==> src/rtl/thread_scheduler.sv <==
// rtl/thread_scheduler.sv - 2-thread interleaved fetch scheduler with slot tagging, squash and halt drain.
// Optional THREAD_SCHED_BURST_EN: a lone active thread is fetched every cycle instead of every other.
module thread_scheduler #(
  parameter int PIPE_DEPTH = 4,
  parameter int HALT_STAGE = 1
) (
  input  logic                  clk,
  input  logic                  rst,
  input  logic                  enable,
  input  logic                  halt_req,
  input  logic                  branch_taken,
  input  logic                  branch_tid,
  output logic                  fetch_valid,
  output logic                  fetch_thread_id,
  output logic [PIPE_DEPTH-1:0] squash_mask,
  output logic [1:0]            thread_active,
  output logic                  done
);

`ifdef THREAD_SCHED_BURST_EN
  localparam logic BURST = 1'b1;
`else
  localparam logic BURST = 1'b0;
`endif

  typedef enum logic [1:0] {
    S_IDLE,
    S_RUN,
    S_DRAIN,
    S_DONE
  } state_t;

  state_t                  state_q, state_d;
  logic                    rr_q, rr_d;
  logic                    fetch_valid_q, fetch_valid_d;
  logic                    fetch_tid_q, fetch_tid_d;
  logic [1:0]              active_q, active_d;
  logic [PIPE_DEPTH-1:1]   slot_v_q;
  logic [PIPE_DEPTH-1:1]   slot_t_q;

  // Slot 0 is the fetch register itself; older slots are the shifted tags.
  logic [PIPE_DEPTH-1:0]   slot_v;
  logic [PIPE_DEPTH-1:0]   slot_t;
  logic [PIPE_DEPTH-1:0]   br_mask;
  logic [PIPE_DEPTH-1:0]   halt_mask;
  logic                    br_any;
  logic                    halt_ok;
  logic                    halt_tid;
  logic                    cand;
  logic                    can_issue;

  assign slot_v = {slot_v_q, fetch_valid_q};
  assign slot_t = {slot_t_q, fetch_tid_q};

  always_comb begin
    br_mask = '0;
    for (int i = 0; i < PIPE_DEPTH; i++) begin
      br_mask[i] = branch_taken & slot_v[i] & (slot_t[i] == branch_tid);
    end
    // The resolving branch itself sits in the last slot and commits.
    br_mask[PIPE_DEPTH-1] = 1'b0;
    br_any   = |br_mask;

    halt_tid = slot_t[HALT_STAGE];
    halt_ok  = halt_req & slot_v[HALT_STAGE] & ~br_mask[HALT_STAGE];
    halt_mask = '0;
    for (int i = 0; i < HALT_STAGE; i++) begin
      halt_mask[i] = halt_ok & slot_v[i] & (slot_t[i] == halt_tid);
    end
    squash_mask = br_mask | halt_mask;

    active_d = active_q;
    if (halt_ok) begin
      active_d[halt_tid] = 1'b0;
    end
  end

  always_comb begin
    state_d       = state_q;
    rr_d          = rr_q;
    fetch_valid_d = 1'b0;
    fetch_tid_d   = fetch_tid_q;
    cand          = rr_q;
    can_issue     = 1'b0;
    case (state_q)
      S_IDLE: begin
        if (enable) begin
          state_d = S_RUN;
        end
      end
      S_RUN: begin
        if (!enable) begin
          state_d = S_IDLE;
        end else if (active_d == 2'b00) begin
          state_d = S_DRAIN;
        end else begin
          if (&active_d) begin
            cand      = rr_q;
            can_issue = 1'b1;
          end else begin
            // Lone thread: keep a bubble after each fetch unless bursting.
            cand      = active_d[1];
            can_issue = BURST | ~fetch_valid_q;
          end
          if (can_issue && !(br_any && (cand == branch_tid))) begin
            fetch_valid_d = 1'b1;
            fetch_tid_d   = cand;
            rr_d          = ~cand;
          end
        end
      end
      S_DRAIN: begin
        if (slot_v == '0) begin
          state_d = S_DONE;
        end
      end
      S_DONE: begin
        state_d = S_DONE;
      end
      default: begin
        state_d = S_IDLE;
      end
    endcase
  end

  always_ff @(posedge clk or posedge rst) begin
    if (rst) begin
      state_q       <= S_IDLE;
      rr_q          <= 1'b0;
      fetch_valid_q <= 1'b0;
      fetch_tid_q   <= 1'b0;
      active_q      <= 2'b11;
      slot_v_q      <= '0;
      slot_t_q      <= '0;
    end else begin
      state_q       <= state_d;
      rr_q          <= rr_d;
      fetch_valid_q <= fetch_valid_d;
      fetch_tid_q   <= fetch_tid_d;
      active_q      <= active_d;
      for (int i = 1; i < PIPE_DEPTH; i++) begin
        slot_v_q[i] <= slot_v[i-1] & ~squash_mask[i-1];
        slot_t_q[i] <= slot_t[i-1];
      end
    end
  end

  assign fetch_valid     = fetch_valid_q;
  assign fetch_thread_id = fetch_tid_q;
  assign thread_active   = active_q;
  assign done            = (state_q == S_DONE);

endmodule
==> config.mk <==
export PLATFORM = sky130hd
export DESIGN_NAME = thread_scheduler
export DESIGN_NICKNAME = d
export VERILOG_FILES = /design/src/rtl/thread_scheduler.sv
export SDC_FILE = /design/constraint.sdc
export NUM_CORES = 1
export LEC_CHECK = 0
export CAP_MARGIN = 5
export CORE_AREA = 2 2 39 41
export DETAILED_ROUTE_END_ITERATION = 16
export DIE_AREA = 0 0 41 43
export DONT_BUFFER_PORTS = 1
export PLACE_DENSITY_LB_ADDON = 0.08
export SLEW_MARGIN = 20
export SYNTH_ARGS = -nofsm -noshare
export SYNTH_HDL_FRONTEND = slang
export SYNTH_SLANG_ARGS = --single-unit
export TNS_END_PERCENT = 20
==> constraint.sdc <==
create_clock -name clk -period 2.2 [get_ports clk]
set_input_delay 0.44 -clock clk [delete_from_list [all_inputs] [get_ports clk]]
set_output_delay 0.44 -clock clk [all_outputs]
set_load 0.03 [all_outputs]
== Yosys cells after proc, flatten, opt, wreduce, memory -nomap -nowiden ==
Cells that the tools add are included.
W data, S select, Z words.
Word-level totals
  register bits after elaboration: 12
  logic and storage cells: 74
Cells by class
  order comparisons: 2
  equality and inequality tests: 11
  multiplexer cells: 20
  bitwise gates (word level): 23
  reduce and logical (&&, ||, !) cells: 11
Operator list (count)
  $and A1 B1 Y1: 13
  $mux W1: 13
  $mux W2: 5
  $pmux W2 S4: 1
  $not A1 Y1: 7
  $eq A1 B1 Y1: 5
  $eq A2 B2 Y1 const B: 2
  $logic_not A2 Y1: 2
  $logic_not A4 Y1: 1
  $ne A2 B2 Y1 const B: 2
  $reduce_and A4 Y1: 1
  $logic_and A1 B1 Y1: 3
  $ne A3 B3 Y1 const B: 1
  $or A3 B1 Y3: 1
  $reduce_and A3 Y1: 1
  $reduce_or A3 Y1: 1
  $and A2 B2 Y2: 1
  $eq A2 B1 Y1 const B: 1
  $lt A1 B2 Y1 const B: 1
  $not A2 Y2: 1
  $reduce_and A2 Y1: 1
  $demux W1 S1: 1
  $ge A1 B1 Y1 const B: 1
  $logic_not A1 Y1: 1

== Longest topological paths before layout ==
Gate-level depths: netlist of the first run.
  word-level depth: 20
  gate-level depth with buffers: 7

== Least setup slack after synthesis of the first run ==
OpenSTA, ideal clock, no wires.
  path type: register to output
  from: register fetch_tid_q, in the netlist fetch_thread_id
  to: output squash_mask[0]
  arrival time: 1.546 ns
  data required time: 1.760 ns
  path slack: 0.214 ns
  stages on the path, launching flop included: 5
  buffers on the path: 0
  cells stage by stage: dfrtp_1 -> nor2b_1 -> nor3b_1 -> a31oi_1 -> nor2b_1
Between the ends
  word-level cells in the longest chain between the ends: 3
  elaborated cells on any way between the ends: 5
  those cells by class: eq/ne (2); bitwise (3)
RTL lines
  from (decl): line 36  | logic fetch_tid_q, fetch_tid_d;
  from (signal assigned): line 139  | fetch_tid_q <= fetch_tid_d;
  $eq A1 B1 Y1 (on tied branches): line 58, 68
  $and A1 B1 Y1 (on tied branches): line 58, 68
  $or A3 B1 Y3 (*): line 70  | squash_mask = br_mask | halt_mask;
  to (decl): line 15  | output logic [PIPE_DEPTH-1:0] squash_mask,
Mark *: on every way between the ends. The rest lies on a longest branch, timed or not.

== Worst setup path after layout of the first run ==
Ends and elaborated chain as after synthesis.

==> flow_summary.ini, run 1 <==
[timing]
layout_min_cycle_time_ns = 2.01
finalCritPeriodShare_pct = 91.6
drv_slew = 0
fin_skew_ns = 0.00372
max_freq_mhz = 496
whs_ns = 0.0579
worst_pin_slew_ns = 0.602
tns_ns = 0
max-slew-margin-rel_pct = 59.4
hold_viol = 0
layout_setup_ws_ns = 0.186
rsz0062_at_grt = no
final-setup-viol-count = 0

[setup_path]
required_ns = 1.76
critical_path_class = reg -> out
cp.arrival_ns = 1.57
cp-end-kind = output port
worstSetupStartpointType = register
crit_fanout = 4

[worst_hold_path]
hp-class = in -> async

[job]
drv_cap = 0

[global_route]
grt_use_total_pct = 17.4
use_met1_pct = 21.0
grt_max_degree = 13
grt_pass1_wl_um = 1940
use_met2_pct = 25.9
grt.busiest_layer = met2
grt-ovfl-total = 0
use_met3_pct = 3.66
grt_pass1_vias = 444
antenna_found_initial = 0

[yosys]
ys.flop_type = dfrtp_1
synth_top_area_share_pct = 36.1
synth_most_common_cell = dfrtp_1
syn-mean-instance-area_um2 = 11.0
synth_common_cells = dfrtp_1, nor2b_1, inv_1, nand2_1
synth.distinct_cells = 31
synth_seq_area_share_pct = 43.7
synth_area_leader_cell = dfrtp_1
yosys_register_bits = 12
syn_area_um2 = 693
synthArstFlopShare_pct = 100
syn_inst = 63
yosys_warnings = 0
synthTopCellsByArea = dfrtp_1, dfstp_2, nor2b_1
synth_nets = 69
synth_edf_count = 0

[clock_network]
cts_resized = 0
ctsHoldBuffers = 0
cts_htree_levels = 1
cts.clk_slew.worst_paths_ns = 0.08
clockBufferDepth = 2
numCtsBuffers = 3
clk_latency_ns = 0.27
cts_tree = yes
clock_sinks = 12
post_cts_buffers = 0
root_buffer = clkbuf_4

[placed_design]
dp_slack_ns = 0.326
io_buffers = 0
gp_congestion = 0.696
post_dp_cell_area_um2 = 709
dp_hpwl_um = 966
place_inst = 79

[route]
wl_per_cell_um = 15.6
wirelength_um = 1300
vias = 450
route.detailed.drc = 0
drtIter0Drc = 1
vias_per_cell = 5.42
ant_nets = 0
firstDrtPassIters = 2

[die]
core_um2 = 1380
rows = 14
start_util_pct = 50.1
pin_count = 15
fp.dieW_um = 41
die_area_um2 = 1760
die-height_um = 43

[outcome]
status = finished, final reports clean

[finish]
diodes = 0
fin_cells = 83
syn_to_final_growth_pct = 6.14
final_net_count = 74
final_area_um2 = 736
drive_gt1_share_pct = 22.4
final_util_pct = 53.2

[pwr]
p_leak_nw = 0.307
ir_worst_vdd_v = 0.000348
power.density_nw_per_um2 = 716
finalPower_uw = 527
final cells by class:
class                           instances  area (µm²)
Fill cell                             120         648
Multi-Input combinational cell         43         349
Sequential cell                        12         303
Clock buffer                            4        26.3
Inverter                                6        22.5
Tap cell                               16        20.0
Timing Repair Buffer                    2        15.0
report_power, final:
| group | internal (mW) | leakage (nW) | switching (mW) |
|---|---|---|---|
| Sequential | 0.238 | 0.134 | 0.0255 |
| Combinational | 0.0509 | 0.157 | 0.0709 |
| Clock | 0.0701 | 0.0150 | 0.0718 |
| Total | 0.359 | 0.307 | 0.168 |
sequential cells by signal, indices dropped and copies added (netlist names):
register,count
fetch_thread_id,1
fetch_valid,1
rr_q,1
slot_t_q,2
slot_v_q,3
state_q,2
thread_active,2
kinds of logic (layout without fill, tap and decap cells):
| family | Yosys count | count (layout) | synth area share, % |
|---|---|---|---|
| buffers and inverters | 8 | 12 | 5.96 |
| xor gates and xnor gates | 4 | 4 | 5.06 |
| DFF | 12 | 12 | 43.7 |
| and+or+nand+nor | 22 | 22 | 20.4 |
| AOI/OAI and AO/OA | 14 | 14 | 21.3 |
| other | 1 | 1 | 0.541 |
| muxes | 1 | 1 | 1.44 |
| adders and majority gates | 1 | 1 | 1.62 |
routing by layer:
metal  wire length (µm)  vias up
met1                576      213
met3                 59        2
li1                   -      226
met5                  0        -
met4                 12        0
met2                649        9
placed cells by master (no fill, tap or decap):
cell type   n
inv_1       5
o21ai_0     3
buf_4       2
nand3_1     2
clkbuf_1    1
maj3_2      1
a41o_1      2
xnor2_1     3
and2_1      2
xor2_1      1
a211o_1     1
nand2_1     5
nor3b_1     1
nor4_1      1
conb_1      1
clkbuf_4    3
a211o_4     1
o31ai_4     1
nand2b_4    1
nor2_1      1
dfrtp_1    10
mux2i_1     1
and3_4      2
a2111oi_4   1
a21oi_1     1
nor2b_1     6
nor2b_2     1
clkinv_1    1
o2bb2ai_1   2
a31oi_1     1
dfstp_2     2
a32oi_1     1
critical path, stage by stage (launching register included):
cell and delay, ns:
dfrtp_1 0.41, nor2b_1 0.16, nor3b_1 0.35, a31oi_1 0.09, nor2b_1 0.12, buf_4 0.16
worst paths after layout:
check                      cells after the start                           to  slack (ns)                         from
setup / recovery                               5               squash_mask[0]        0.19  fetch_thread_id$_DFFE_PP0P_
hold / removal                                 1        slot_v_q[2]$_DFF_PP0_        0.06                          rst
setup reg to reg                               5  fetch_thread_id$_DFFE_PP0P_        0.32   thread_active[1]$_DFF_PP1_
hold reg to reg                                0        slot_t_q[2]$_DFF_PP0_        0.55        slot_t_q[1]$_DFF_PP0_
max in group asynchronous                      1   thread_active[1]$_DFF_PP1_        1.80                          rst
min in group clk                               2       state_q[0]$_DFFE_PP0P_        0.31                       enable
Note: power is estimated with default switching activity, not from simulation.
==> run 2: changes to the inputs <==
Settings changed: CORE_AREA 2 2 39 41 to default, CORE_UTILIZATION from default to 53, DIE_AREA 0 0 41 43 to default.
Clock period 2.2 ns to 1.7 ns, I/O delays scaled along.
==> flow_summary.ini, run 2 (synthesis gave the netlist of run 1 again) <==
[route]
vias_per_cell = 5.34
firstDrtPassIters = 2
route.detailed.drc = 0
wl_per_cell_um = 14.4
ant_nets = 0
drtIter0Drc = 12
wirelength_um = 1340
vias = 497

[finish]
syn_to_final_growth_pct = 25.1
fin_cells = 93
drive_gt1_share_pct = 40.5
final_area_um2 = 867
top_register = slot_v_q
largest_register_ff_count = 3
final_cell_mix = buf_4, dfrtp_1, nand2_1, inv_1, nor2b_1
final_common_cell = buf_4
diodes = 0
final_net_count = 86
final_util_pct = 75.0

[job]
drv_cap = 0

[pwr]
power.density_nw_per_um2 = 883
sw_frac_of_total_pct = 29.9
internal_power_uw = 537
clockPowerShare_pct = 30.0
p_seq_share_pct = 40.7
p_sw_uw = 229
finalPower_uw = 766
ir_worst_vdd_v = 0.000616
comb_power_share_pct = 29.3
p_leak_nw = 0.391

[placed_design]
post_dp_cell_area_um2 = 769
place_inst = 85
io_buffers = 0
dp_slack_ns = 0.0417
gp_congestion = 0.718
dp_hpwl_um = 1000

[clock_network]
cts.clk_slew.worst_paths_ns = 0.08
numCtsBuffers = 3
cts_tree = yes
cts_htree_levels = 1
clockBufferDepth = 2
clk_latency_ns = 0.28
clock_sinks = 12
root_buffer = clkbuf_4

[setup_path]
critical_path_class = reg -> out
cp.arrival_ns = 1.37
required_ns = 1.36
crit_fanout = 4
cp-end-kind = output port
worstSetupStartpointType = register

[timing]
finalCritPeriodShare_pct = 101
drv_slew = 0
rsz0062_at_grt = yes
layout_setup_ws_ns = -0.0117
max_freq_mhz = 584
final-setup-viol-count = 1
tns_ns = -0.0117
whs_ns = 0.192
hold_viol = 0
fin_skew_ns = 0.00182
layout_min_cycle_time_ns = 1.71

[global_route]
grt_pass1_wl_um = 2210
grt_max_degree = 13
grt_pass1_vias = 523
grt-ovfl-total = 0
antenna_found_initial = 0
grt_use_total_pct = 23.1

[die]
fp.dieW_um = 38.2
start_util_pct = 60.0
die_area_um2 = 1460
rows = 12
core_um2 = 1160
pin_count = 15
die-height_um = 38.2

[worst_hold_path]
hp-class = in -> reg

[outcome]
status = complete, but fails checks
violations = negative setup slack
run 2: final timing paths:
| kind | start | endpoint | slack [ns] | depth (start not counted) |
|---|---|---|---|---|
| setup / recovery | fetch_thread_id$_DFFE_PP0P_ | squash_mask[0] | -0.01 | 5 |
| setup reg to reg | fetch_thread_id$_DFFE_PP0P_ | fetch_thread_id$_DFFE_PP0P_ | 0.01 | 6 |
| hold / removal | enable | state_q[0]$_DFFE_PP0P_ | 0.19 | 2 |
| max in group asynchronous | rst | thread_active[1]$_DFF_PP1_ | 0.86 | 2 |
| min in group asynchronous | rst | slot_v_q[2]$_DFF_PP0_ | 0.50 | 2 |
| hold reg to reg | slot_t_q[1]$_DFF_PP0_ | slot_t_q[2]$_DFF_PP0_ | 0.51 | 0 |
run 2: worst max-delay path, stage by stage, from the launching register on:
cell,delay [ns]
dfrtp_1,0.42
buf_6,0.13
xnor2_2,0.11
a31oi_1,0.23
nor2b_2,0.07
buf_6,0.14
run 2: what timing repair did:
| action | 4_1_cts | 5_1_grt |
|---|---|---|
| resized for setup | 5 | 3 |
| setup buffers | 2 | 1 |
| hold buffers | 1 | 0 |
| pin swaps | 2 | 1 |
| setup endpoints to repair | 1 | 3 |
| endpoints found under the hold margin | 10 | 0 |
run 2: power by group through the flow:
stage	clock, mW	sequential (mW)	combinational, mW
floorplan	0	0.344	0.143
global placement	0	0.317	0.218
detailed placement	0	0.317	0.217
CTS	0.234	0.312	0.224
global route	0.254	0.312	0.244
finish	0.230	0.312	0.224
run 2: final cells by class:
| type | count | area, µm² |
|---|---|---|
| repair buffers | 14 | 115 |
| well taps | 14 | 17.5 |
| clock buffers | 4 | 36.3 |
| multi-input cells | 43 | 372 |
| inverters | 6 | 22.5 |
| flip-flops and latches | 12 | 304 |
| fillers | 73 | 289 |
run 2: layer usage:
metal	wire, µm	up-vias	GRT usage [%]
met5	0	-	0
met4	23	0	8.04
met3	64	3	7.56
met2	685	13	40.7
met1	570	228	25.6
li1	-	253	-
